==> config.mk <==
export PLATFORM = sky130hd
export DESIGN_NAME = ctrl_capture_6_flat
export DESIGN_NICKNAME = d
export VERILOG_FILES = /design/src/rtl/ctrl_capture_6_if.sv /design/src/rtl/ctrl_capture_6.sv /design/src/flat_wrapper.sv
export SDC_FILE = /design/constraint.sdc
export NUM_CORES = 1
export LEC_CHECK = 0
export CAP_MARGIN = 25
export CORE_MARGIN = 2
export CORE_UTILIZATION = 45
export CTS_BUF_LIST = sky130_fd_sc_hd__clkbuf_16
export CTS_CLUSTER_SIZE = 16
export DETAILED_ROUTE_END_ITERATION = 7
export PLACE_DENSITY = 0.65
export RECOVER_POWER = 50
export SLEW_MARGIN = 20
export SYNTH_ARGS = -nofsm -noshare
export SYNTH_HDL_FRONTEND = slang
export SYNTH_SLANG_ARGS = --single-unit
==> constraint.sdc <==
create_clock -name clk -period 8.83 [get_ports clk]
set_input_delay 1.3245 -clock clk [delete_from_list [all_inputs] [get_ports clk]]
set_output_delay 1.3245 -clock clk [all_outputs]
set_load 0.01 [all_outputs]
==> src/rtl/ctrl_capture_6_if.sv <==
`default_nettype none
// ============================================================================
//  Module      : ctrl_capture_6_if
//  Description : Bus bundle for the ctrl_capture_6 event recorder.
//                master = stimulus / readback consumer, slave = recorder.
//  Signals     : en, counter, x, rd_idx        (master -> slave)
//                rd_time, rd_value, n_events,
//                full, overflow, armed         (slave -> master)
//  Revision    : 1.0 - initial release
// ============================================================================
interface ctrl_capture_6_if #(
  parameter int WIDTH = 64
);
  logic             en;
  logic [11:0]      counter;
  logic [WIDTH-1:0] x;
  logic [2:0]       rd_idx;
  logic [11:0]      rd_time;
  logic [WIDTH-1:0] rd_value;
  logic [2:0]       n_events;
  logic             full;
  logic             overflow;
  logic             armed;

  modport master (
    output en, counter, x, rd_idx,
    input  rd_time, rd_value, n_events, full, overflow, armed
  );

  modport slave (
    input  en, counter, x, rd_idx,
    output rd_time, rd_value, n_events, full, overflow, armed
  );
endinterface
`default_nettype wire

==> src/rtl/ctrl_capture_6.sv <==
`default_nettype none
// ============================================================================
//  Module      : ctrl_capture_6
//  Description : Event recorder for piecewise-constant control signals.
//                Captures a baseline value plus up to NEV change events as
//                (time, value) pairs, where time = counter+1 so a captured
//                pair can be replayed directly by a schedule generator.
//  Ports       : clk          - system clock, rising edge
//                sta          - synchronous active-high reset
//                bus (slave)  - en/counter/x sample inputs, rd_idx readback
//                               select, rd_time/rd_value registered readback,
//                               n_events/full/overflow/armed status
//  Options     : CTRL_CAPTURE_LSB_MASK_EN - ignore x[MASK_LSB-1:0] when
//                detecting changes (stored values stay full width)
//  Revision    : 1.0 - initial release
// ============================================================================
module ctrl_capture_6 #(
  parameter int WIDTH    = 64,
  parameter int NEV      = 6,
  parameter int MASK_LSB = 8
) (
  input  logic             clk,
  input  logic             sta,
  ctrl_capture_6_if.slave  bus
);

  typedef enum logic [1:0] {
    S_IDLE  = 2'd0,
    S_ARMED = 2'd1,
    S_FULL  = 2'd2
  } state_t;

`ifdef CTRL_CAPTURE_LSB_MASK_EN
  localparam bit c_MASK_EN = 1'b1;
`else
  localparam bit c_MASK_EN = 1'b0;
`endif

  // Bits that participate in change detection; all ones when masking is off.
  localparam logic [WIDTH-1:0] c_CMP_MASK =
    c_MASK_EN ? ({WIDTH{1'b1}} << MASK_LSB) : {WIDTH{1'b1}};

  localparam logic [2:0] c_LAST_FREE = 3'(NEV - 1);
  localparam logic [2:0] c_MAX_IDX   = 3'(NEV);

  state_t           r_state;
  state_t           w_next;

  logic [11:0]      r_time [0:NEV];
  logic [WIDTH-1:0] r_val  [0:NEV];
  logic [WIDTH-1:0] r_prev;
  logic [2:0]       r_n_events;
  logic             r_overflow;
  logic [11:0]      r_rd_time;
  logic [WIDTH-1:0] r_rd_value;

  logic             w_diff;
  logic             w_base;
  logic             w_wr;
  logic             w_ovf;
  logic [2:0]       w_wr_idx;
  logic [11:0]      w_time_next;

  assign w_diff      = |((bus.x ^ r_prev) & c_CMP_MASK);
  assign w_wr_idx    = r_n_events + 3'd1;
  assign w_time_next = bus.counter + 12'd1;   // wraps 4095 -> 0 naturally

  // --------------------------------------------------------------------------
  // FSM state register
  // --------------------------------------------------------------------------
  always_ff @(posedge clk) begin
    if (sta) begin
      r_state <= S_IDLE;
    end else begin
      r_state <= w_next;
    end
  end

  // --------------------------------------------------------------------------
  // FSM next state and datapath strobes
  // --------------------------------------------------------------------------
  always_comb begin
    w_next = r_state;
    w_base = 1'b0;
    w_wr   = 1'b0;
    w_ovf  = 1'b0;
    case (r_state)
      S_IDLE: begin
        if (bus.en) begin
          w_base = 1'b1;
          w_next = S_ARMED;
        end
      end
      S_ARMED: begin
        if (bus.en && w_diff) begin
          w_wr = 1'b1;
          if (r_n_events == c_LAST_FREE) begin
            w_next = S_FULL;
          end
        end
      end
      S_FULL: begin
        if (bus.en && w_diff) begin
          w_ovf = 1'b1;
        end
      end
      default: begin
        w_next = S_IDLE;
      end
    endcase
  end

  // --------------------------------------------------------------------------
  // Slot storage, previous-value tracker and status
  // --------------------------------------------------------------------------
  always_ff @(posedge clk) begin
    if (sta) begin
      for (int i = 0; i <= NEV; i++) begin
        r_time[i] <= 12'd0;
        r_val[i]  <= '0;
      end
      r_prev     <= '0;
      r_n_events <= 3'd0;
      r_overflow <= 1'b0;
    end else begin
      if (w_base) begin
        r_time[0] <= 12'd0;
        r_val[0]  <= bus.x;
        r_prev    <= bus.x;
      end
      if (w_wr) begin
        r_time[w_wr_idx] <= w_time_next;
        r_val[w_wr_idx]  <= bus.x;
        r_prev           <= bus.x;
        r_n_events       <= w_wr_idx;
      end
      if (w_ovf) begin
        r_overflow <= 1'b1;
        r_prev     <= bus.x;
      end
    end
  end

  // --------------------------------------------------------------------------
  // Registered readback; a same-cycle write is seen one cycle later.
  // --------------------------------------------------------------------------
  always_ff @(posedge clk) begin
    if (sta) begin
      r_rd_time  <= 12'd0;
      r_rd_value <= '0;
    end else if (bus.rd_idx <= c_MAX_IDX) begin
      r_rd_time  <= r_time[bus.rd_idx];
      r_rd_value <= r_val[bus.rd_idx];
    end else begin
      r_rd_time  <= 12'd0;
      r_rd_value <= '0;
    end
  end

  assign bus.rd_time  = r_rd_time;
  assign bus.rd_value = r_rd_value;
  assign bus.n_events = r_n_events;
  assign bus.full     = (r_state == S_FULL);
  assign bus.overflow = r_overflow;
  assign bus.armed    = (r_state != S_IDLE);

endmodule
`default_nettype wire

==> src/flat_wrapper.sv <==
// flat-port wrapper written by rule: the top's interface ports become plain ports
module ctrl_capture_6_flat 
#(
  parameter int WIDTH    = 64,
  parameter int NEV      = 6,
  parameter int MASK_LSB = 8
)
  (clk, sta, bus_en, bus_counter, bus_x, bus_rd_idx, bus_rd_time, bus_rd_value, bus_n_events, bus_full, bus_overflow, bus_armed);
  ctrl_capture_6_if #(.WIDTH(WIDTH)) bus_i ();
  input  logic clk;
  input  logic sta;
  input wire logic [$bits(bus_i.en)-1:0] bus_en;
  input wire logic [$bits(bus_i.counter)-1:0] bus_counter;
  input wire logic [$bits(bus_i.x)-1:0] bus_x;
  input wire logic [$bits(bus_i.rd_idx)-1:0] bus_rd_idx;
  output wire logic [$bits(bus_i.rd_time)-1:0] bus_rd_time;
  output wire logic [$bits(bus_i.rd_value)-1:0] bus_rd_value;
  output wire logic [$bits(bus_i.n_events)-1:0] bus_n_events;
  output wire logic [$bits(bus_i.full)-1:0] bus_full;
  output wire logic [$bits(bus_i.overflow)-1:0] bus_overflow;
  output wire logic [$bits(bus_i.armed)-1:0] bus_armed;
  assign bus_i.en = bus_en;
  assign bus_i.counter = bus_counter;
  assign bus_i.x = bus_x;
  assign bus_i.rd_idx = bus_rd_idx;
  assign bus_rd_time = bus_i.rd_time;
  assign bus_rd_value = bus_i.rd_value;
  assign bus_n_events = bus_i.n_events;
  assign bus_full = bus_i.full;
  assign bus_overflow = bus_i.overflow;
  assign bus_armed = bus_i.armed;
  ctrl_capture_6 #(.WIDTH(WIDTH), .NEV(NEV), .MASK_LSB(MASK_LSB)) u_core (.clk(clk), .sta(sta), .bus(bus_i));
endmodule
; ---- Yosys cells after proc, flatten, opt, wreduce, memory -nomap -nowiden
; Memories as Yosys holds them, arrays and structs flattened. A register that Yosys moved wholly into a read port is not among the register bits.
; Cells that the tools add are included.
[word_totals]
register_bits = 70
output_inout_bits = 82
ram_bits = 532
n_memories = 2
[mem_list]
columns = name, depth, width, read_ports, rd_ports_with_merged_regs, wr, line_no
row1 = u_core.r_val, 7, 64, 1, 1, 7, ctrl_capture_6.sv:50  ; logic [WIDTH-1:0] r_val [0:NEV];
row2 = u_core.r_time, 7, 12, 1, 1, 7, ctrl_capture_6.sv:49  ; logic [11:0] r_time [0:NEV];
[classes]
addsub = 2
n_reduce_logical = 9
mux = 28
bitwise = 5
magnitude_cmp = 1
eq_ne = 6
[op_table]
columns = operator, n
row1 = two-way mux 64 bit, 5
row2 = OR reduction 64 bit, 2
row3 = bitwise XOR 64 bit, 1
row4 = two-way mux 12 bit, 2
row5 = two-way mux 1 bit, 15
row6 = "adder 12 x 1 -> 12 bit, second input constant", 1
row7 = OR reduction 12 bit, 1
row8 = two-way mux 2 bit, 3
row9 = two-way mux 3 bit, 2
row10 = case mux 2 bit (3 select lines), 1
row11 = "inequality test 2 x 1 -> 1 bit, second input constant", 2
row12 = AND reduction 4 bit, 1
row13 = "adder 3 x 1 -> 3 bit, second input constant", 1
row14 = "== test 3 bit, second input constant", 1
row15 = "<= comparator 3 bit, second input constant", 1
row16 = nonzero test 3 bit, 1
row17 = "== test 2 x 1 -> 1 bit, second input constant", 1
row18 = "== test 2 bit, second input constant", 1
row19 = zero test 2 bit, 1
row20 = "inequality test 2 bit, second input constant", 1
row21 = inverter 1 bit, 2
row22 = OR 1 bit, 2
row23 = nonzero test 2 bit, 1
row24 = OR reduction 2 bit, 1
row25 = logical AND 1 bit, 1

; ---- Depth between registers and ports, before layout
[logic_depth]
word_depth = 10
mapped_depth = 10
depth_no_buf = 7

; ---- Worst setup path before layout
; No wires, ideal clock.
[synth_path]
kind = in2reg
start = in bus_x[54]
end = mem u_core.r_time[0][0] (enable)
setup_time_ns = 0.615
required_time_ns = 8.215
arrival_time_ns = 7.796
setup_slack_ns = 0.419
path_stages = 8
cell_sequence = xnor2_1 -> nand4_1 -> nor4_2 -> nand4_1 -> and3_1 -> clkbuf_1 -> clkbuf_1 -> o21ai_0
[synth_rtl]
columns = element, line_no
row1 = "start, declared", flat_wrapper.sv:14  ; input wire logic [$bits(bus_i.x)-1:0] bus_x;
row2 = "end, declared", ctrl_capture_6.sv:49

==> summary.txt <==
STA
  – Final hold viol count: 0
  – Final Max Slew Viols: ~570
  – Worst-margin pin slew: approximately 4.0 ns
  – Fmax: ~140 MHz
  – Tcrit/Tclk final: just over 80%
  – Setup TNS Final: 0 ns
  – Final setup viols: 0
  – Rel. slew slack: -166%
  – RSZ-0062 raised after global routing: false
  – Skew final: 0.0264 ns
  – Final min period: about 7 ns

Placed design
  – Post-DP HPWL: between 50000 and 60000 µm
  – RePlAce Congestion: between 0.8 and 0.9
  – Port bufs: about 160
  – Placed instance area: between 0.03 and 0.04 mm²

Worst setup path
  – Crit Path Class: in -> reg
  – CP Data Required Time: 9.10 ns
  – Startpoint class of the critical path: input pin
  – Crit path max fanout: 44
  – Crit path buffers/inverters: 3
  – Critical path capture point type: flop
  – Delay-heaviest family, CP: simple AND/OR/NAND/NOR gates
  – Crit path DAT: about 7.4 ns
  – CP cell instances: dlygate4sd3_1, xnor2_1, nand4_1, nor4_1, and4_1, clkbuf_1, or3_1, and3b_1, buf_4
  – Slowest stage delay, CP: about 2.4 ns
  – Reg2Reg Setup Slack: roughly 2.9 ns
  – Slowest CP cell: and3b_1

Global routing
  – Vias in the first global route: 21787
  – Global-route wire length before repair: around 140000 µm
  – Initial antenna violation count: 10
  – Largest net degree at the start of global routing: ~120
  – Total GRT Usage: about 25%
  – GRT overflow: 0

Synth
  – Cell variety after synth: 50
  – Area leader, netlist: edfxtp_1
  – Mean area per synthesized cell: ~14 µm²
  – Synth top area share: approximately half
  – Post-Synthesis Cells: roughly 2300
  – Yosys warnings: 0
  – Post-synth EDFFs: around 530
  – Cell Area, Synth: about 0.032 mm²
  – Synth async-reset ratio: 0%
  – Most frequent cells after synthesis: edfxtp_1 (532), nor2_1 (316), dfxtp_1 (222), nor3_1 (155), mux4_2 (152)
  – Syn nets: ~2400
  – Seq/Total Area, Yosys: between 60% and 70%
  – Most frequent cell after synthesis: edfxtp_1
  – Seq cells post-synth: ~750
  – Primary FF master, synth: edfxtp_1
  – Synth area leaders: edfxtp_1 (50%), dfxtp_1 (14%), mux4_2 (11%)

Die
  – I/O pins: 164
  – Starting Density: roughly 46%
  – Die Y: 271 µm
  – Die X-Extent: 271 µm
  – Row count: between 90 and 100
  – Die area: around 0.073 mm²
  – Core area: between 0.07 and 0.08 mm²

Layout
  – Final Cell Area: 0.0368 mm²
  – Area Overhead vs Synth: 15.0%
  – Layout cell share with drive strength beyond 1: between 10% and 20%
  – Final nets: 2484

Drt
  – DR vias: between 20000 and 25000
  – DRT antenna net count: 0
  – Vias per cell: 6.23
  – Wirelength per Cell: between 20 and 30 µm
  – Drt drc: 0
  – Drt first pass iters: 6
  – Overall routed net length: around 92000 µm
  – Initial drt markers: about 2400

Pwr
  – Net Switching: around 1.9 mW
  – PwrDens: about 220 mW/mm²
  – Share of power burned in registers: about half
  – Comb pwr share: 9.0%
  – Leakage: around 13 nW
  – Total power: 7.94 mW
  – Clk pwr share: 40.5%
  – Max IR drop VDD: between 0.1 and 0.15 mV
  – Switching Share: around a quarter
  – Internal: roughly 6 mW

Clock network
  – Cts hold-fix bufs: 0
  – CTS Buffer Depth: 3
  – TritonCTS clock tree: built
  – Post-CTS Setup Inserts: 0
  – Clock sink count: roughly 750
  – CTS Buf Count: 81
  – Post-cts repair resize count: 0
  – Clk_lat worst skew: 0.63 ns
  – Clock Tree Root: clkbuf_16
  – Clk pin slew, worst setup/hold paths: approximately 0.06 ns
  – H-tree lvl count: 3

Worst hold path
  – Worst hold path type: reg -> reg

Flow run
  – Max-Cap Viols: 13

Run status
  – Outcome: finished, violations left
  – Failing checks: capacitance limit, slew limit
-- logic make-up after synthesis --
| logic type | count (synthesis) | synth area share [%] |
|---|---|---|
| multiplexers | 229 | 13.1 |
| AND/OR/NAND/NOR | 660 | 9.18 |
| buffers and inverters | 298 | 3.95 |
| flip-flops | 754 | 63.8 |
| adder cells (fa/ha/maj) | 3 | 0.117 |
| XOR/XNOR | 75 | 2.05 |
| AO/OA/AOI/OAI | 304 | 7.85 |
-- path summary, 6_finish.rpt --
path / startpoint / end / cells past startpoint
min: u_core.r_val[6][3] / u_core.r_val[6][3] / 2
max reg2reg: u_core.r_prev[36] / u_core.r_val[7][44] / 8
min reg2reg: u_core.r_val[6][3] / u_core.r_val[6][3] / 2
max: bus_x[60] / u_core.r_val[7][44] / 9
-- stage by stage --
step / cells / util, % / setup slack (ns) / hold slack [ns]
2_1_floorplan: 2323 / - / 0.419 / 0.427
3_3_place_gp: 3252 / 48.9 / 2.39 / 0.441
3_5_place_dp: 3252 / 48.9 / 2.43 / 0.448
4_1_cts: 3403 / 52.5 / 3.05 / 0.460
5_1_grt: 3409 / 52.4 / 1.47 / 0.471
6_report: 3410 / 52.4 / 1.66 / 0.456
-- worst reg2reg max path, delay by kind of cell (launching register included) --
kind          cells  cell delay, ns
xor+xnor          1            0.18
buf+inv           2            1.30
flops             1            0.33
simple gates      5            3.79
-- power groups by stage --
stage          clock network, mW  logic (mW)  registers, mW
2_1_floorplan                  0       0.401           4.09
3_3_place_gp                   0       0.707           4.07
3_5_place_dp                   0       0.714           4.08
4_1_cts                     3.25       0.718           4.01
5_1_grt                     3.39       0.755           4.02
6_report                    3.21       0.717           4.01
-- cell usage in the layout, fill, tap and decap left out, drive strengths merged, types with 65 or more instances in the layout --
master and count:
dfxtp 222, o2111ai 65, dlygate4sd3 83, clkbuf 95, edfxtp 532, nand3 83
mux2i 76, nor2 316, clkdlybuf4s50 75, mux4 152, o21ai 71, xnor2 69
inv 112, nor3 157
-- state kept, by name (all words and copies together), names as in the netlist --
| name | cells |
|---|---|
| u_core.bus.overflow | 1 |
| u_core.r_prev | 64 |
| u_core.bus.rd_time | 12 |
| u_core.r_state | 2 |
| u_core.r_val | 512 |
| u_core.bus.n_events | 3 |
| u_core.bus.rd_value | 64 |
| u_core.r_time | 96 |
-- area by class of cell --
cell class / count / area, µm²
tap: 940 / 1180
clock buffer: 85 / 2130
fill: 5814 / 33500
clock inverter: 66 / 373
antenna: 3 / 7.51
inverter: 85 / 319
multi-input combinational: 1271 / 10400
timing repair buffer: 206 / 2010
sequential: 754 / 20400
-- routing by layer --
metal | global-route usage (%) | vias up | part of all wire [%]
met5 | 0 | - | 0.11
met4 | 7.89 | 16 | 2.9
met3 | 5.64 | 199 | 9.7
met2 | 41.0 | 1117 | 48
met1 | 33.3 | 10861 | 39
li1 | - | 9056 | -
(Power assumes the default switching activity.)
